**src/rtl/decode_stage_pkg.sv**
```systemverilog
// Shared RISC-V definitions: ALU operation codes, opcode/funct fields,
// immediate formats and the decoded-instruction record.
package decode_stage_pkg;

  localparam logic [3:0] ALU_ADD = 4'b0000;
  localparam logic [3:0] ALU_SUB = 4'b0001;
  localparam logic [3:0] ALU_AND = 4'b0010;
  localparam logic [3:0] ALU_OR  = 4'b0011;
  localparam logic [3:0] ALU_XOR = 4'b0100;

  localparam logic [6:0] OP_REG    = 7'b0110011;
  localparam logic [6:0] OP_IMM    = 7'b0010011;
  localparam logic [6:0] OP_LOAD   = 7'b0000011;
  localparam logic [6:0] OP_STORE  = 7'b0100011;
  localparam logic [6:0] OP_BRANCH = 7'b1100011;

  localparam logic [2:0] F3_ADD_SUB = 3'b000;
  localparam logic [2:0] F3_AND     = 3'b111;
  localparam logic [2:0] F3_OR      = 3'b110;
  localparam logic [2:0] F3_XOR     = 3'b100;
  localparam logic [2:0] F3_WORD    = 3'b010;
  localparam logic [2:0] F3_BEQ     = 3'b000;
  localparam logic [2:0] F3_BNE     = 3'b001;

  localparam logic [6:0] F7_BASE = 7'b0000000;
  localparam logic [6:0] F7_ALT  = 7'b0100000;

  typedef enum logic [1:0] {
    IMM_NONE = 2'd0,
    IMM_I    = 2'd1,
    IMM_S    = 2'd2,
    IMM_B    = 2'd3
  } imm_fmt_e;

  typedef struct packed {
    logic [31:0] a;
    logic [31:0] b;
    logic [3:0]  alu_ctrl;
    logic [4:0]  rd;
    logic        reg_write;
    logic        mem_read;
    logic        mem_write;
    logic        branch;
    logic        branch_ne;
    logic [31:0] rs2_data;
    logic [31:0] branch_target;
    logic        illegal;
  } dec_t;

  function automatic logic [31:0] imm_i(input logic [31:0] instr);
    return {{20{instr[31]}}, instr[31:20]};
  endfunction

  function automatic logic [31:0] imm_s(input logic [31:0] instr);
    return {{20{instr[31]}}, instr[31:25], instr[11:7]};
  endfunction

  function automatic logic [31:0] imm_b(input logic [31:0] instr);
    return {{19{instr[31]}}, instr[31], instr[7], instr[30:25], instr[11:8], 1'b0};
  endfunction

endpackage

```
**src/rtl/decode_stage_alu_decoder.sv**
```systemverilog
// Combinational RV32 subset decoder: instruction word + operands -> dec_t.
// Zero latency, no state, no flow control.
module alu_decoder
  import decode_stage_pkg::*;
(
  input  logic [31:0] instr,
  input  logic [31:0] pc,
  input  logic [31:0] rs1_data,
  input  logic [31:0] rs2_data,
  output dec_t        dec
);

  logic [6:0] opcode;
  logic [2:0] funct3;
  logic [6:0] funct7;
  logic [4:0] rd;
  logic       legal;
  logic [3:0] alu;
  logic       reg_write;
  logic       mem_read;
  logic       mem_write;
  logic       branch;
  imm_fmt_e   fmt;

  assign opcode = instr[6:0];
  assign funct3 = instr[14:12];
  assign funct7 = instr[31:25];
  assign rd     = instr[11:7];

  always_comb begin
    legal     = 1'b0;
    alu       = ALU_ADD;
    reg_write = 1'b0;
    mem_read  = 1'b0;
    mem_write = 1'b0;
    branch    = 1'b0;
    fmt       = IMM_NONE;
    case (opcode)
      OP_REG: begin
        reg_write = 1'b1;
        if (funct7 == F7_BASE) begin
          legal = 1'b1;
          case (funct3)
            F3_ADD_SUB: alu = ALU_ADD;
            F3_AND:     alu = ALU_AND;
            F3_OR:      alu = ALU_OR;
            F3_XOR:     alu = ALU_XOR;
            default:    legal = 1'b0;
          endcase
        end else if (funct7 == F7_ALT && funct3 == F3_ADD_SUB) begin
          legal = 1'b1;
          alu   = ALU_SUB;
        end
      end
      OP_IMM: begin
        reg_write = 1'b1;
        fmt       = IMM_I;
        legal     = 1'b1;
        case (funct3)
          F3_ADD_SUB: alu = ALU_ADD;
          F3_AND:     alu = ALU_AND;
          F3_OR:      alu = ALU_OR;
          F3_XOR:     alu = ALU_XOR;
          default:    legal = 1'b0;
        endcase
      end
      OP_LOAD: begin
        legal     = (funct3 == F3_WORD);
        fmt       = IMM_I;
        mem_read  = 1'b1;
        reg_write = 1'b1;
      end
      OP_STORE: begin
        legal     = (funct3 == F3_WORD);
        fmt       = IMM_S;
        mem_write = 1'b1;
      end
      OP_BRANCH: begin
        legal  = (funct3 == F3_BEQ) || (funct3 == F3_BNE);
        fmt    = IMM_B;
        alu    = ALU_SUB;
        branch = 1'b1;
      end
      default: legal = 1'b0;
    endcase

    // Unknown encodings must not disturb architectural state downstream.
    if (!legal) begin
      alu       = ALU_ADD;
      reg_write = 1'b0;
      mem_read  = 1'b0;
      mem_write = 1'b0;
      branch    = 1'b0;
    end
  end

  always_comb begin
    dec               = '0;
    dec.a             = rs1_data;
    dec.rs2_data      = rs2_data;
    dec.branch_target = pc + imm_b(instr);
    dec.alu_ctrl      = alu;
    dec.rd            = rd;
    dec.reg_write     = reg_write && (rd != 5'd0);
    dec.mem_read      = mem_read;
    dec.mem_write     = mem_write;
    dec.branch        = branch;
    dec.branch_ne     = branch && funct3[0];
    dec.illegal       = !legal;
    case (fmt)
      IMM_I:   dec.b = imm_i(instr);
      IMM_S:   dec.b = imm_s(instr);
      default: dec.b = rs2_data;
    endcase
  end

endmodule

```
**src/rtl/decode_stage.sv**
```systemverilog
// Decode pipeline stage: one-entry output register, valid/ready both sides, 1-cycle latency.
// Holds payload while out_ready=0; flush empties the stage and blocks capture that cycle.
module decode_stage
  import decode_stage_pkg::*;
#(
  parameter int ILLEGAL_CNT_W = 16
) (
  input  logic                     clk,
  input  logic                     rst,
  input  logic                     in_valid,
  output logic                     in_ready,
  input  logic [31:0]              in_instr,
  input  logic [31:0]              in_pc,
  input  logic                     flush,
  output logic [4:0]               rs1_addr,
  output logic [4:0]               rs2_addr,
  input  logic [31:0]              rs1_data,
  input  logic [31:0]              rs2_data,
  output logic                     out_valid,
  input  logic                     out_ready,
  output logic [31:0]              out_a,
  output logic [31:0]              out_b,
  output logic [3:0]               out_alu_ctrl,
  output logic [4:0]               out_rd,
  output logic                     out_reg_write,
  output logic                     out_mem_read,
  output logic                     out_mem_write,
  output logic                     out_branch,
  output logic                     out_branch_ne,
  output logic [31:0]              out_rs2_data,
  output logic [31:0]              out_branch_target,
  output logic                     out_illegal,
  output logic [ILLEGAL_CNT_W-1:0] illegal_count
);

  dec_t                     dec;
  dec_t                     dec_d;
  dec_t                     dec_q;
  logic                     valid_d;
  logic                     valid_q;
  logic [ILLEGAL_CNT_W-1:0] cnt_d;
  logic [ILLEGAL_CNT_W-1:0] cnt_q;
  logic                     accept;

  assign rs1_addr = in_instr[19:15];
  assign rs2_addr = in_instr[24:20];

  alu_decoder u_alu_decoder (
    .instr    (in_instr),
    .pc       (in_pc),
    .rs1_data (rs1_data),
    .rs2_data (rs2_data),
    .dec      (dec)
  );

  // Flush is folded into in_ready, so an accept can never coincide with a flush.
  always_comb begin
    in_ready = (!valid_q || out_ready) && !flush;
    accept   = in_valid && in_ready;
  end

  always_comb begin
    valid_d = valid_q;
    dec_d   = dec_q;
    cnt_d   = cnt_q;
    if (flush) begin
      valid_d = 1'b0;
    end else if (accept) begin
      valid_d = 1'b1;
      dec_d   = dec;
    end else if (out_ready) begin
      valid_d = 1'b0;
    end
    if (accept && dec.illegal && (cnt_q != {ILLEGAL_CNT_W{1'b1}})) begin
      cnt_d = cnt_q + 1'b1;
    end
  end

  always_ff @(posedge clk or posedge rst) begin
    if (rst) begin
      valid_q <= 1'b0;
      dec_q   <= '0;
      cnt_q   <= '0;
    end else begin
      valid_q <= valid_d;
      dec_q   <= dec_d;
      cnt_q   <= cnt_d;
    end
  end

  assign out_valid         = valid_q;
  assign out_a             = dec_q.a;
  assign out_b             = dec_q.b;
  assign out_alu_ctrl      = dec_q.alu_ctrl;
  assign out_rd            = dec_q.rd;
  assign out_reg_write     = dec_q.reg_write;
  assign out_mem_read      = dec_q.mem_read;
  assign out_mem_write     = dec_q.mem_write;
  assign out_branch        = dec_q.branch;
  assign out_branch_ne     = dec_q.branch_ne;
  assign out_rs2_data      = dec_q.rs2_data;
  assign out_branch_target = dec_q.branch_target;
  assign out_illegal       = dec_q.illegal;
  assign illegal_count     = cnt_q;

endmodule

```
**config.mk**
```make
export PLATFORM = sky130hd
export DESIGN_NAME = decode_stage
export DESIGN_NICKNAME = d
export VERILOG_FILES = /design/src/rtl/decode_stage_pkg.sv /design/src/rtl/decode_stage_alu_decoder.sv /design/src/rtl/decode_stage.sv
export SDC_FILE = /design/constraint.sdc
export NUM_CORES = 1
export LEC_CHECK = 0
export ABC_CLOCK_PERIOD_IN_PS = 6300
export CAP_MARGIN = 15
export CORE_MARGIN = 2
export CORE_UTILIZATION = 30
export CTS_CLUSTER_SIZE = 16
export DETAILED_ROUTE_END_ITERATION = 12
export GPL_TIMING_DRIVEN = 0
export SYNTH_ARGS = -nofsm -noshare
export SYNTH_HDL_FRONTEND = slang
export SYNTH_SLANG_ARGS = --single-unit
```
**constraint.sdc**
```tcl
create_clock -name clk -period 6.3 [get_ports clk]
set_clock_uncertainty 0.05 [all_clocks]
set_input_delay 1.26 -clock clk [delete_from_list [all_inputs] [get_ports clk]]
set_output_delay 1.26 -clock clk [all_outputs]
set_load 0.005 [all_outputs]
```
Word level (Yosys, flattened, before mapping)
Index checks and enable logic that the tools add are counted.
{"block": "classes", "n_addsub": 2, "multipliers": 0, "div": 0, "order_cmp": 0, "eq_ne": 14, "shifts": 0, "muxes": 22, "bitwise": 1, "reduce_logical": 21}
{"op": "$pmux 32 s2", "n": 1}
{"op": "$add 32x32->32", "n": 1}
{"op": "$eq 7x6->1 const B", "n": 3}
{"op": "$add 16x1->16 const B", "n": 1}
{"op": "$ne 16x16->1 const B", "n": 1}
{"op": "$mux 1", "n": 15}
{"op": "$pmux 4 s3", "n": 1}
{"op": "$eq 3x3->1 const B", "n": 3}
{"op": "$pmux 3 s3", "n": 1}
{"op": "$mux 4", "n": 2}
{"op": "$eq 7x2->1 const B", "n": 1}
{"op": "$eq 7x5->1 const B", "n": 1}
{"op": "$eq 7x7->1 const B", "n": 1}
{"op": "$logic_and 1x1->1", "n": 7}
{"op": "$logic_not 7->1", "n": 1}
{"op": "$pmux 2 s3", "n": 1}
{"op": "$reduce_bool 5->1", "n": 1}
{"op": "$pmux 1 s4", "n": 1}
{"op": "$reduce_or 2->1", "n": 2}
{"op": "$reduce_or 4->1", "n": 1}
{"op": "$eq 3x1->1 const B", "n": 1}
{"op": "$eq 3x2->1 const B", "n": 1}
{"op": "$logic_not 1->1", "n": 3}
{"op": "$logic_not 3->1", "n": 1}
{"op": "7 further kinds", "n": 8}
{"block": "totals", "reg_bits": 160, "latchBits": 0, "ramBits": 0, "mem_bits_ro": 0, "in_bits": 133, "out_inout_bits": 171, "word_cells": 74, "memories": 0}

Logic depth before layout (Yosys ltp)
Gate-level depths: netlist of run 1.
{"block": "depth", "ltp_word": 8, "ltp_mapped": 10, "ltp_nobuf": 10}

Cells and area by module
Synthesis of run 1 repeated with hierarchy kept, for this count alone.
{"block": "unflattened", "cells_unflattened": 858, "area_unflattened_um2": 9231.4}
{"mod": "decode_stage", "n_inst": 1, "cells_each": 393, "area_each_um2": 6272.3, "seq_area_each_um2": 4003.8}
{"mod": "alu_decoder", "n_inst": 1, "cells_each": 465, "area_each_um2": 2959.1, "seq_area_each_um2": 0.0}

Least setup slack after synthesis of run 1
OpenSTA, ideal clock, no wires.
{"block": "synth_timing", "path_type": "in2reg", "start": "in in_instr[8]", "end": "reg dec_q, in the netlist out_branch_target[31]", "setup_ps": 87, "arrival_ps": 3081, "required_time_ps": 6163, "path_slack_ps": 3083, "path_stages": 10, "path_cell_list": "ha_1 > inv_1 > fa_1 > and2b_1 > o2111ai_1 > a21oi_2 > o2111ai_2 > a21o_1 > a211o_1 > o211ai_1"}
{"block": "synth_via", "elab_chain_len": 1}
{"element": "from (decl)", "line": "decode_stage.sv:12", "source": "input logic [31:0] in_instr,"}
{"element": "$add 32x32->32", "line": "decode_stage_alu_decoder.sv:101", "source": "dec.branch_target = pc + imm_b(instr);"}
{"element": "to (signal assigned)", "line": "decode_stage.sv:82", "source": "dec_q <= '0;"}
{"element": "to (signal assigned)", "line": "decode_stage.sv:86", "source": "dec_q <= dec_d;"}
{"element": "to (decl)", "line": "decode_stage.sv:38", "source": "dec_t dec_q;"}
Every way passes these cells.
A chain may end at the register's enable or synchronous reset.

Final worst setup path of run 1
{"block": "layout_timing", "start": "in in_instr[8]", "end": "reg dec_q, in the netlist out_branch_target[21]"}
Same word-level chain as after synthesis.

==> results.rst, run 1 <==
.. list-table::
   :header-rows: 1

   * - Metric
     - Value
   * - Outcome
     - complete, no violations
   * - Type of the worst setup path
     - in -> reg
   * - Number of max-cap violations
     - 0
   * - Total area of multi-input combinational cells
     - 4031 um2
   * - PostCTS Resize Cnt
     - 0
   * - Post-CTS Repair Setup Buffers
     - 0
   * - Clock transition at the register clock pins on the worst setup and hold paths after CTS
     - 80 ps
   * - Layout area overhead
     - 48.81%
   * - Clock H-tree levels
     - 4
   * - Top post-synthesis cells by area
     - sky130_fd_sc_hd__dfrtp_1 48%, sky130_fd_sc_hd__nand2_1 14%, sky130_fd_sc_hd__ha_1 4.9%
   * - Total via count after detailed routing
     - 8138
   * - Gate power share
     - 0.284
   * - First-pass DRT Iterations
     - 5
   * - Critical path fanouts, max
     - 5
   * - Wire length after detailed routing
     - 29970 um
   * - Buffer cell driving the clock tree root
     - sky130_fd_sc_hd__clkbuf_16
   * - Number of antenna violations at the first check in global routing
     - 0
   * - Floorplan die height
     - 171.1 um
   * - Total power density per cell area
     - 261.8 nW/um2
   * - Critical path launch point type
     - input pin
   * - Static leakage
     - 5.551 nW
   * - Leading cell type by number of instances after synthesis
     - sky130_fd_sc_hd__nand2_1
   * - Crit share post-route
     - 0.6135
   * - Worst hold slack
     - 426.1 ps
   * - Die area
     - 29260 um2
   * - Filler cell count in the final layout
     - 2720
   * - Post-synth EDFFs
     - 0
   * - Number of hold buffers added after CTS
     - 0
   * - Sequential cell area
     - 3979 um2
   * - Final setup vio count
     - 0
   * - Mean instance size in the synthesized netlist
     - 8.649 um2
   * - Relative slew margins
     - 0.4309
   * - Measured slew at the worst slew-check pin
     - 853.6 ps
   * - Congestion Overflow GR
     - 0
   * - #FFs+latches synth
     - 159
   * - Global routing usage summed across all routing layers
     - 0.2006
   * - Die Span X
     - 171.1 um
   * - Async set or reset register ratio after synthesis
     - 1.000
   * - Final ANT Viol Nets
     - 0
   * - Number of port buffers
     - 296
   * - Clock latency reported for the late side of the worst-skew pair
     - 420 ps
   * - Synthesized Nets
     - 1135
   * - Count of final hold-check violations
     - 0
   * - Last weighted congestion value of the routability-driven placer
     - 0.8872
   * - Post-Place Worst Slack
     - 1672 ps
   * - Sequential Power Share
     - 0.394
   * - Total Negative Setup Slacks
     - 0 ps
   * - Switching power total
     - 1.027 mW
   * - Count of unresolved DRC violations after routing
     - 0
   * - Starting density of the core
     - 0.3030
   * - List of most frequent post-synthesis cells
     - 303 x sky130_fd_sc_hd__nand2_1, 159 x sky130_fd_sc_hd__dfrtp_1, 66 x sky130_fd_sc_hd__nor2_1
   * - Pin count of the biggest net entering global routing
     - 104
   * - Number of cell rows
     - 61
   * - Initial DRC count
     - 663
   * - CTS Buf Count
     - 17
   * - CTS tree
     - done
   * - Worst EP required
     - 6540 ps
   * - Portion of total power attributed to the clock network
     - 0.321
   * - Proportion of total power due to net switching
     - 0.3147
   * - Proportion of netlist area held by the largest area contributor
     - 0.4753
   * - Type of the worst min-delay path
     - reg -> reg
   * - Max frequency
     - 258.7 MHz
   * - Vias per Instance
     - 4.856
   * - Predominant post-synthesis flop cell
     - sky130_fd_sc_hd__dfrtp_1
   * - Internal Pwr Total
     - 2.235 mW
   * - Fraction of the yosys area taken by sequential cells
     - 0.4753
   * - Clock Path Buffers
     - 2
   * - Setup WS post-layout
     - 2435 ps
   * - Worst VDD drop
     - 0.0001281 V
   * - Via count of the first global-routing pass
     - 7882
   * - Critical Path AT
     - 4110 ps
   * - # IOs
     - 304
   * - Final max-slew violation count
     - 0
   * - Yosys cell types
     - 74
   * - Global-route wire length before repair
     - 44830 um
   * - Total number of yosys warnings
     - 0
   * - TritonCTS Sinks
     - 159
   * - Minimum period implied by the final worst setup slack
     - 3865 ps
   * - Number of antenna repair diodes
     - 0
   * - Cell area after technology mapping
     - 8372 um2
   * - Mapped Cells
     - 968
   * - Placeable core region
     - 27630 um2
   * - RSZ-0062 raised after global routing
     - false
   * - Share of post-route cells with drive strength above 1
     - 0.06317
   * - Total half-perimeter wirelength after legalization and detailed placement
     - 22750 um
   * - Net count reported at finish
     - 1452
   * - Worst Setup End Kind
     - flop
   * - Routed wirelength normalized by instance count
     - 17.88 um
   * - Cell type with the largest total area after synthesis
     - sky130_fd_sc_hd__dfrtp_1
per-stage QoR:
step	std cells	utilization	power (mW)	instance area [um2]
finish	1676	0.4509	3.262	12460
global route	1676	0.4509	3.451	12460
CTS	1675	0.4499	3.300	12430
detailed placement	1643	0.4286	2.236	11840
global placement	1642	0.4274	2.221	11810
floorplan	968	-	1.663	8372
sequential cells by signal, summed over array words and instances (netlist names):
signal / flops
out_b: 32
out_rs2_data: 32
out_valid: 1
out_branch: 1
out_mem_write: 1
out_a: 32
out_reg_write: 1
out_branch_target: 32
out_illegal: 1
illegal_count: 16
out_mem_read: 1
out_branch_ne: 1
out_rd: 5
out_alu_ctrl: 3
power groups by stage:
stage / Sequential [mW] / Clock (mW) / Combinational (mW)
CTS: 1.29 / 1.08 / 0.935
finish: 1.29 / 1.05 / 0.928
global route: 1.31 / 1.13 / 1.02
global placement: 1.30 / 0 / 0.919
floorplan: 1.31 / 0 / 0.356
detailed placement: 1.31 / 0 / 0.930
cell families (layout without fill, tap and decap cells):
group | Yosys count | count (layout) | synth area share
compound gates | 199 | 199 | 0.1539
xor+xnor | 33 | 33 | 0.03452
fa+ha+maj | 34 | 34 | 0.05171
buf+inv | 77 | 407 | 0.04319
flops | 159 | 159 | 0.4753
mux | 3 | 3 | 0.004184
other cells | 1 | 1 | 0.0004479
simple gates | 462 | 462 | 0.2367
worst max-delay path, cell delays in order:
cell	delay, ps
sky130_fd_sc_hd__clkdlybuf4s50_1	580
sky130_fd_sc_hd__ha_1	240
sky130_fd_sc_hd__inv_1	70
sky130_fd_sc_hd__fa_1	390
sky130_fd_sc_hd__and2b_1	220
sky130_fd_sc_hd__o2111ai_1	170
sky130_fd_sc_hd__a21oi_2	300
sky130_fd_sc_hd__o21ai_1	180
sky130_fd_sc_hd__o21ai_2	360
sky130_fd_sc_hd__xnor2_1	220
sky130_fd_sc_hd__o21ai_0	110
final cells by class:
type	count	share of cell area
Multi-Input combinational cell	732	0.3236
Sequential cell	159	0.3194
Timing Repair Buffer	298	0.2422
Tap cell	378	0.03796
Clock buffer	17	0.03415
Buffer	61	0.02420
Clock inverter	15	0.01306
Inverter	16	0.005423
worst paths after layout:
| path | slack (ps) | depth (start not counted) | to | from |
|---|---|---|---|---|
| worst min-delay path | 430 | 2 | out_a[8] | out_a[8] |
| max in group asynchronous | 4100 | 3 | out_branch | rst |
| worst min register to register | 430 | 2 | out_a[8] | out_a[8] |
| worst max register to register | 3580 | 8 | out_rs2_data[27] | out_valid |
| worst max-delay path | 2440 | 11 | out_branch_target[21] | in_instr[8] |
| min in group asynchronous | 1210 | 2 | out_a[23] | rst |
layout by cell type (no fill, tap or decap), types with 9 or more instances in the layout:
master	netlist	final
sky130_fd_sc_hd__dfrtp_1	159	159
sky130_fd_sc_hd__ha_1	33	33
sky130_fd_sc_hd__clkbuf_16	0	17
sky130_fd_sc_hd__clkdlybuf4s50_1	0	296
sky130_fd_sc_hd__buf_4	11	11
sky130_fd_sc_hd__xor2_1	10	10
sky130_fd_sc_hd__buf_2	9	9
sky130_fd_sc_hd__buf_1	11	11
sky130_fd_sc_hd__a21o_1	12	12
sky130_fd_sc_hd__nor2_1	66	66
sky130_fd_sc_hd__xnor2_1	23	23
sky130_fd_sc_hd__a21oi_1	63	63
sky130_fd_sc_hd__nand2_1	303	303
sky130_fd_sc_hd__clkbuf_1	26	26
sky130_fd_sc_hd__inv_1	16	15
sky130_fd_sc_hd__nand4_1	18	18
sky130_fd_sc_hd__nor3_1	13	13
sky130_fd_sc_hd__o21ai_0	44	44
sky130_fd_sc_hd__nand3_1	19	19
per-layer routing:
| layer | up-vias | track usage | part of all wire |
|---|---|---|---|
| met2 | 288 | 0.3333 | 0.47 |
| met5 | - | 0 | 0 |
| met1 | 3873 | 0.2575 | 0.43 |
| met4 | 0 | 0.06743 | 0.025 |
| li1 | 3937 | - | - |
| met3 | 40 | 0.04557 | 0.068 |
(Power assumes the default switching activity.)
==> run 2: changes to the inputs <==
ABC_CLOCK_PERIOD_IN_PS = 3600   (was 6300)
clock period = 3.6 ns   (was 6.3 ns; I/O delays follow)
==> results.rst, run 2 (same netlist as run 1, synthesis figures left out) <==
.. list-table::
   :header-rows: 1

   * - Metric
     - Value
   * - Clock transition at the register clock pins on the worst setup and hold paths after CTS
     - 70 ps
   * - Type of the worst min-delay path
     - reg -> reg
   * - Initial DRC count
     - 550
   * - Net count reported at finish
     - 1454
   * - Worst R2R Path Depth
     - 8
   * - TritonCTS Sinks
     - 159
   * - Die Span X
     - 171.1 um
   * - Total via count after detailed routing
     - 8102
   * - Placeable core region
     - 27630 um2
   * - Global routing usage summed across all routing layers
     - 0.2007
   * - Wire length after detailed routing
     - 29690 um
   * - Total power density per cell area
     - 455.2 nW/um2
   * - Buffer cell driving the clock tree root
     - sky130_fd_sc_hd__clkbuf_16
   * - Total half-perimeter wirelength after legalization and detailed placement
     - 22860 um
   * - Critical path fanouts, max
     - 22
   * - Crit share post-route
     - 0.9363
   * - Number of cell rows
     - 61
   * - CTS Buf Count
     - 17
   * - Max frequency
     - 296.7 MHz
   * - Number of hold buffers added after CTS
     - 0
   * - Most frequent cells in the layout
     - 303 x sky130_fd_sc_hd__nand2_1, 295 x sky130_fd_sc_hd__clkdlybuf4s50_1, 159 x sky130_fd_sc_hd__dfrtp_1
   * - Clock Path Buffers
     - 2
   * - Capturing element of the worst setup path
     - out_branch_target[25]
   * - Layout area overhead
     - 48.83%
   * - Number of antenna violations at the first check in global routing
     - 1
   * - Measured slew at the worst slew-check pin
     - 1179 ps
   * - Final standard cell count with taps included and fillers excluded
     - 1677
   * - Beginning of the worst register-to-register path
     - out_valid
   * - Count of unresolved DRC violations after routing
     - 0
   * - Clock H-tree levels
     - 4
   * - CTS tree
     - done
   * - Total Negative Setup Slacks
     - 0 ps
   * - RSZ-0062 raised after global routing
     - false
   * - Number of placed instances with taps included
     - 1646
   * - Routed wirelength normalized by instance count
     - 17.70 um
   * - Final ANT Viol Nets
     - 0
   * - Minimum period implied by the final worst setup slack
     - 3371 ps
   * - Post-Place Worst Slack
     - -488.6 ps
   * - Global-route wire length before repair
     - 44740 um
   * - Most common cell after layout, fill and taps aside
     - sky130_fd_sc_hd__nand2_1
   * - Vias per Instance
     - 4.831
   * - Static leakage
     - 5.538 nW
   * - Final setup vio count
     - 0
   * - Worst VDD drop
     - 0.0002260 V
   * - Number of antenna repair diodes
     - 0
   * - Clock latency reported for the late side of the worst-skew pair
     - 430 ps
   * - Overall power consumption
     - 5.671 mW
   * - Final max-slew violation count
     - 0
   * - Type of the worst setup path
     - in -> reg
   * - Setup WS post-layout
     - 229.2 ps
   * - Starting density of the core
     - 0.3030
   * - FF-to-FF End
     - out_a[0]
   * - Via count of the first global-routing pass
     - 7923
   * - Worst R2R Setup Slack
     - 930 ps
   * - Congestion Overflow GR
     - 0
   * - Pin count of the biggest net entering global routing
     - 41
   * - Number of port buffers
     - 296
   * - Cell area after placement
     - 11890 um2
   * - Critical path launch point type
     - input pin
   * - # IOs
     - 304
   * - Critical Path AT
     - 3640 ps
   * - Count of final hold-check violations
     - 0
   * - Worst Setup End Kind
     - flop
   * - First-pass DRT Iterations
     - 5
   * - Last weighted congestion value of the routability-driven placer
     - 0.8682
   * - Post-Layout Inst Area
     - 12460 um2
   * - Critical path startpoint
     - in_instr[31]
   * - Floorplan die height
     - 171.1 um
   * - Relative slew margins
     - 0.2140
   * - Number of max-cap violations
     - 0
   * - Worst EP required
     - 3870 ps
   * - Outcome
     - complete, no violations
   * - Share of post-route cells with drive strength above 1
     - 0.06390
   * - Die area
     - 29260 um2
## run 2: changes by cell type in the layout (fill, tap and decap cells not counted), sizes merged
cell           delta
clkinv            -3
clkinvlp          +4
buf               +2
dlygate4sd2       +1
inv               -2
clkdlybuf4s50     -1
## run 2: worst min-delay path by stage
stage	start	end	slack [ps]	cells past startpoint
after floorplan	out_branch_target[11]	out_branch_target[11]	420	2
after CTS	out_rs2_data[14]	out_rs2_data[14]	430	2
final	out_a[19]	out_a[19]	430	2
after global placement	out_rs2_data[18]	out_rs2_data[18]	410	2
after detailed placement	out_a[11]	out_a[11]	410	2
after global routing	out_a[19]	out_a[19]	440	2
## run 2: what timing repair did
action / CTS / global route
buffers inserted: 0 / 0
hold endpoints to repair: 0 / 0
gates resized for setup: 1 / 0
endpoints found under the setup margin: 3 / 0
## run 2: area by class of cell
class | instances | area [um2]
Multi-Input combinational cell | 732 | 4031
Inverter | 16 | 63.81
Buffer | 61 | 301.5
Clock inverter | 14 | 143.9
Fill cell | 2751 | 15170
Timing Repair Buffer | 300 | 3042
Sequential cell | 159 | 3979
Tap cell | 378 | 473.0
Clock buffer | 17 | 425.4
## run 2: metal layers
metal / share of wire / wire, um / track usage / up-vias
met2: 0.47 / 13990 / 0.3313 / 260
li1: - / - / - / 3927
met1: 0.44 / 13200 / 0.2591 / 3875
met3: 0.061 / 1800 / 0.04118 / 38
met5: 0.00051 / 15 / 0 / -
met4: 0.023 / 686 / 0.07517 / 2
## run 2: critical path, cell delays in order
cell,delay (ps)
sky130_fd_sc_hd__dlygate4sd2_1,980
sky130_fd_sc_hd__ha_1,380
sky130_fd_sc_hd__clkbuf_1,190
sky130_fd_sc_hd__and4_1,240
sky130_fd_sc_hd__a221oi_1,390
sky130_fd_sc_hd__o21a_1,200
sky130_fd_sc_hd__o21ai_2,120
sky130_fd_sc_hd__a31o_1,210
sky130_fd_sc_hd__a41o_1,190
## run 2: metrics by stage
step	utilization	hold WS, ps
after detailed placement	0.4304	411.5
after floorplan	-	417.3
after CTS	0.4510	430.0
after global placement	0.4275	407.9
final	0.4510	425.7
after global routing	0.4510	437.5
## run 2: power breakdown
group | internal, mW | switching [mW]
Sequential | 2.07 | 0.183
Clock | 0.922 | 0.883
Combinational | 0.907 | 0.709
==> run 3: changes to the inputs <==
CORE_MARGIN = unset   (was 2)
==> results.rst, run 3 (same netlist as run 1, synthesis figures left out) <==
.. list-table::
   :header-rows: 1

   * - Metric
     - Value
   * - Ordered cell list for the critical path
     - clkdlybuf4s50_1 -> ha_1 -> inv_1 -> fa_1 -> and2b_1 -> o2111ai_1 -> a21oi_2 -> o2111ai_2 -> a21oi_1 -> o21a_1 -> o211ai_1
   * - Count of unresolved DRC violations after routing
     - 0
   * - Relative slew margins
     - 0.4856
   * - Total Negative Setup Slacks
     - 0 ps
   * - Total via count after detailed routing
     - 8056
   * - Largest delay contributor family on the critical path
     - compound AO/OA/AOI/OAI gates
   * - Global-route wire length before repair
     - 45500 um
   * - First-pass DRT Iterations
     - 5
   * - Placeable core region
     - 27180 um2
   * - Total power density per cell area
     - 456.6 nW/um2
   * - Die area
     - 28580 um2
   * - Critical path startpoint
     - in_instr[8]
   * - Number of max-cap violations
     - 0
   * - Wire length after detailed routing
     - 29380 um
   * - WP buf/inv
     - 2
   * - Longest individual stage delay on the worst path
     - 640 ps
   * - CTS Buf Count
     - 17
   * - Final ANT Viol Nets
     - 0
   * - Number of hold buffers added after CTS
     - 0
   * - Sequential cell area
     - 3979 um2
   * - FF-to-FF End
     - out_a[31]
   * - Max frequency
     - 299.3 MHz
   * - Most frequent cells in the layout
     - 303 x sky130_fd_sc_hd__nand2_1, 295 x sky130_fd_sc_hd__clkdlybuf4s50_1, 159 x sky130_fd_sc_hd__dfrtp_1
   * - CTS tree
     - done
   * - Floorplan die height
     - 169.1 um
   * - Setup WS post-layout
     - 258.4 ps
   * - Worst Setup End Kind
     - flop
   * - Most common cell after layout, fill and taps aside
     - sky130_fd_sc_hd__nand2_1
   * - Worst R2R Setup Slack
     - 1130 ps
   * - Critical path fanouts, max
     - 4
   * - Number of port buffers
     - 296
   * - Beginning of the worst register-to-register path
     - out_valid
   * - Congestion Overflow GR
     - 0
   * - Initial DRC count
     - 503
   * - Minimum period implied by the final worst setup slack
     - 3342 ps
   * - Outcome
     - complete, no violations
   * - Count of final hold-check violations
     - 0
   * - Filler cell count in the final layout
     - 2681
   * - Vias per Instance
     - 4.812
   * - Critical path launch point type
     - input pin
   * - Post-Layout Inst Area
     - 12490 um2
   * - Final setup vio count
     - 0
   * - Final standard cell count with taps included and fillers excluded
     - 1674
   * - Critical path depth in cells
     - 11
   * - Type of the worst setup path
     - in -> reg
   * - Total area of multi-input combinational cells
     - 4034 um2
   * - Number of cell rows
     - 60
   * - Number of antenna violations at the first check in global routing
     - 1
   * - Via count of the first global-routing pass
     - 8033
   * - Static leakage
     - 5.570 nW
   * - Pin count of the biggest net entering global routing
     - 39
   * - Clock latency reported for the late side of the worst-skew pair
     - 420 ps
   * - Cell area after placement
     - 11880 um2
   * - Worst R2R Path Depth
     - 8
   * - Routed wirelength normalized by instance count
     - 17.55 um
   * - Number of placed instances with taps included
     - 1640
   * - Share of post-route cells with drive strength above 1
     - 0.06687
   * - Buffer cell driving the clock tree root
     - sky130_fd_sc_hd__clkbuf_16
   * - Global routing usage summed across all routing layers
     - 0.2081
   * - Measured slew at the worst slew-check pin
     - 771.6 ps
   * - # IOs
     - 304
   * - Layout area overhead
     - 49.25%
   * - TritonCTS Sinks
     - 159
   * - Critical Path AT
     - 3590 ps
   * - Post-Place Worst Slack
     - -470.4 ps
   * - Die Span X
     - 169.1 um
   * - Capturing element of the worst setup path
     - out_branch_target[27]
   * - Total half-perimeter wirelength after legalization and detailed placement
     - 22680 um
   * - Clock transition at the register clock pins on the worst setup and hold paths after CTS
     - 80 ps
   * - Critical Path Slowest Stage Cell
     - sky130_fd_sc_hd__clkdlybuf4s50_1
   * - Crit share post-route
     - 0.9282
   * - Net count reported at finish
     - 1455
   * - Worst VDD drop
     - 0.0002552 V
   * - RSZ-0062 raised after global routing
     - false
   * - Type of the worst min-delay path
     - reg -> reg
   * - Last weighted congestion value of the routability-driven placer
     - 0.8757
   * - Starting density of the core
     - 0.3081
   * - Worst EP required
     - 3850 ps
   * - Clock Path Buffers
     - 2
   * - Final max-slew violation count
     - 0
   * - Clock H-tree levels
     - 4
==> run 3: cell types whose count changed in the layout (fill, tap and decap cells not counted), sizes merged <==
cell,change
clkinvlp,-3
clkinv,+4
buf,+1
diode,+1
==> run 3: metrics by stage <==
step                power [mW]  hold WS, ps    util
global placement         3.888        407.2  0.4343
floorplan                2.911        417.3       -
detailed placement       3.913        411.3  0.4373
CTS                      5.785        429.4  0.4590
finish                   5.705        422.1  0.4598
global route             6.033        444.9  0.4598
==> run 3: worst min path at each step <==
stage                     startpoint  cells past startpoint  slack (ps)                     to
3_5_place_dp               out_a[18]                      2         410              out_a[18]
5_1_grt         out_branch_target[0]                      2         440   out_branch_target[0]
2_1_floorplan  out_branch_target[11]                      2         420  out_branch_target[11]
4_1_cts              out_rs2_data[6]                      2         430        out_rs2_data[6]
3_3_place_gp         out_rs2_data[6]                      2         410        out_rs2_data[6]
6_report             out_rs2_data[6]                      2         420        out_rs2_data[6]
==> run 3: layer usage <==
layer | up-vias | routed length [um] | global-route usage | share of wire
met1 | 3793 | 12680 | 0.2619 | 0.43
met4 | 0 | 655 | 0.07051 | 0.022
li1 | 3930 | - | - | -
met5 | - | 0 | 0 | 0
met2 | 288 | 13900 | 0.3475 | 0.47
met3 | 45 | 2154 | 0.05191 | 0.073
==> run 3: cell type report <==
class | instances | area share
Buffer | 61 | 0.02423
Inverter | 16 | 0.005107
Tap cell | 372 | 0.03725
Sequential cell | 159 | 0.3184
Multi-Input combinational cell | 732 | 0.3229
Antenna cell | 1 | 0.0002003
Clock buffer | 17 | 0.03405
Timing Repair Buffer | 301 | 0.2446
Clock inverter | 15 | 0.01322
==> run 3: timing repair <==
action | 4_1_cts | 5_1_grt
setup buffers | 0 | 0
endpoints found under the setup margin | 2 | 11
gates resized for setup | 1 | 3
==> run 3: worst reg2reg max path: cells and delay by family, from the launching register on <==
kind	cells	cell delay [ps]
buffers and inverters	3	1380
and+or+nand+nor	5	640
DFF	1	350
==> run 3: where the power goes <==
| part | internal, mW | leakage [nW] | switching [mW] |
|---|---|---|---|
| clock | 0.937 | 0.292 | 0.896 |
| combinational | 0.908 | 3.32 | 0.711 |
| sequential | 2.07 | 1.96 | 0.183 |
| total | 3.91 | 5.57 | 1.79 |
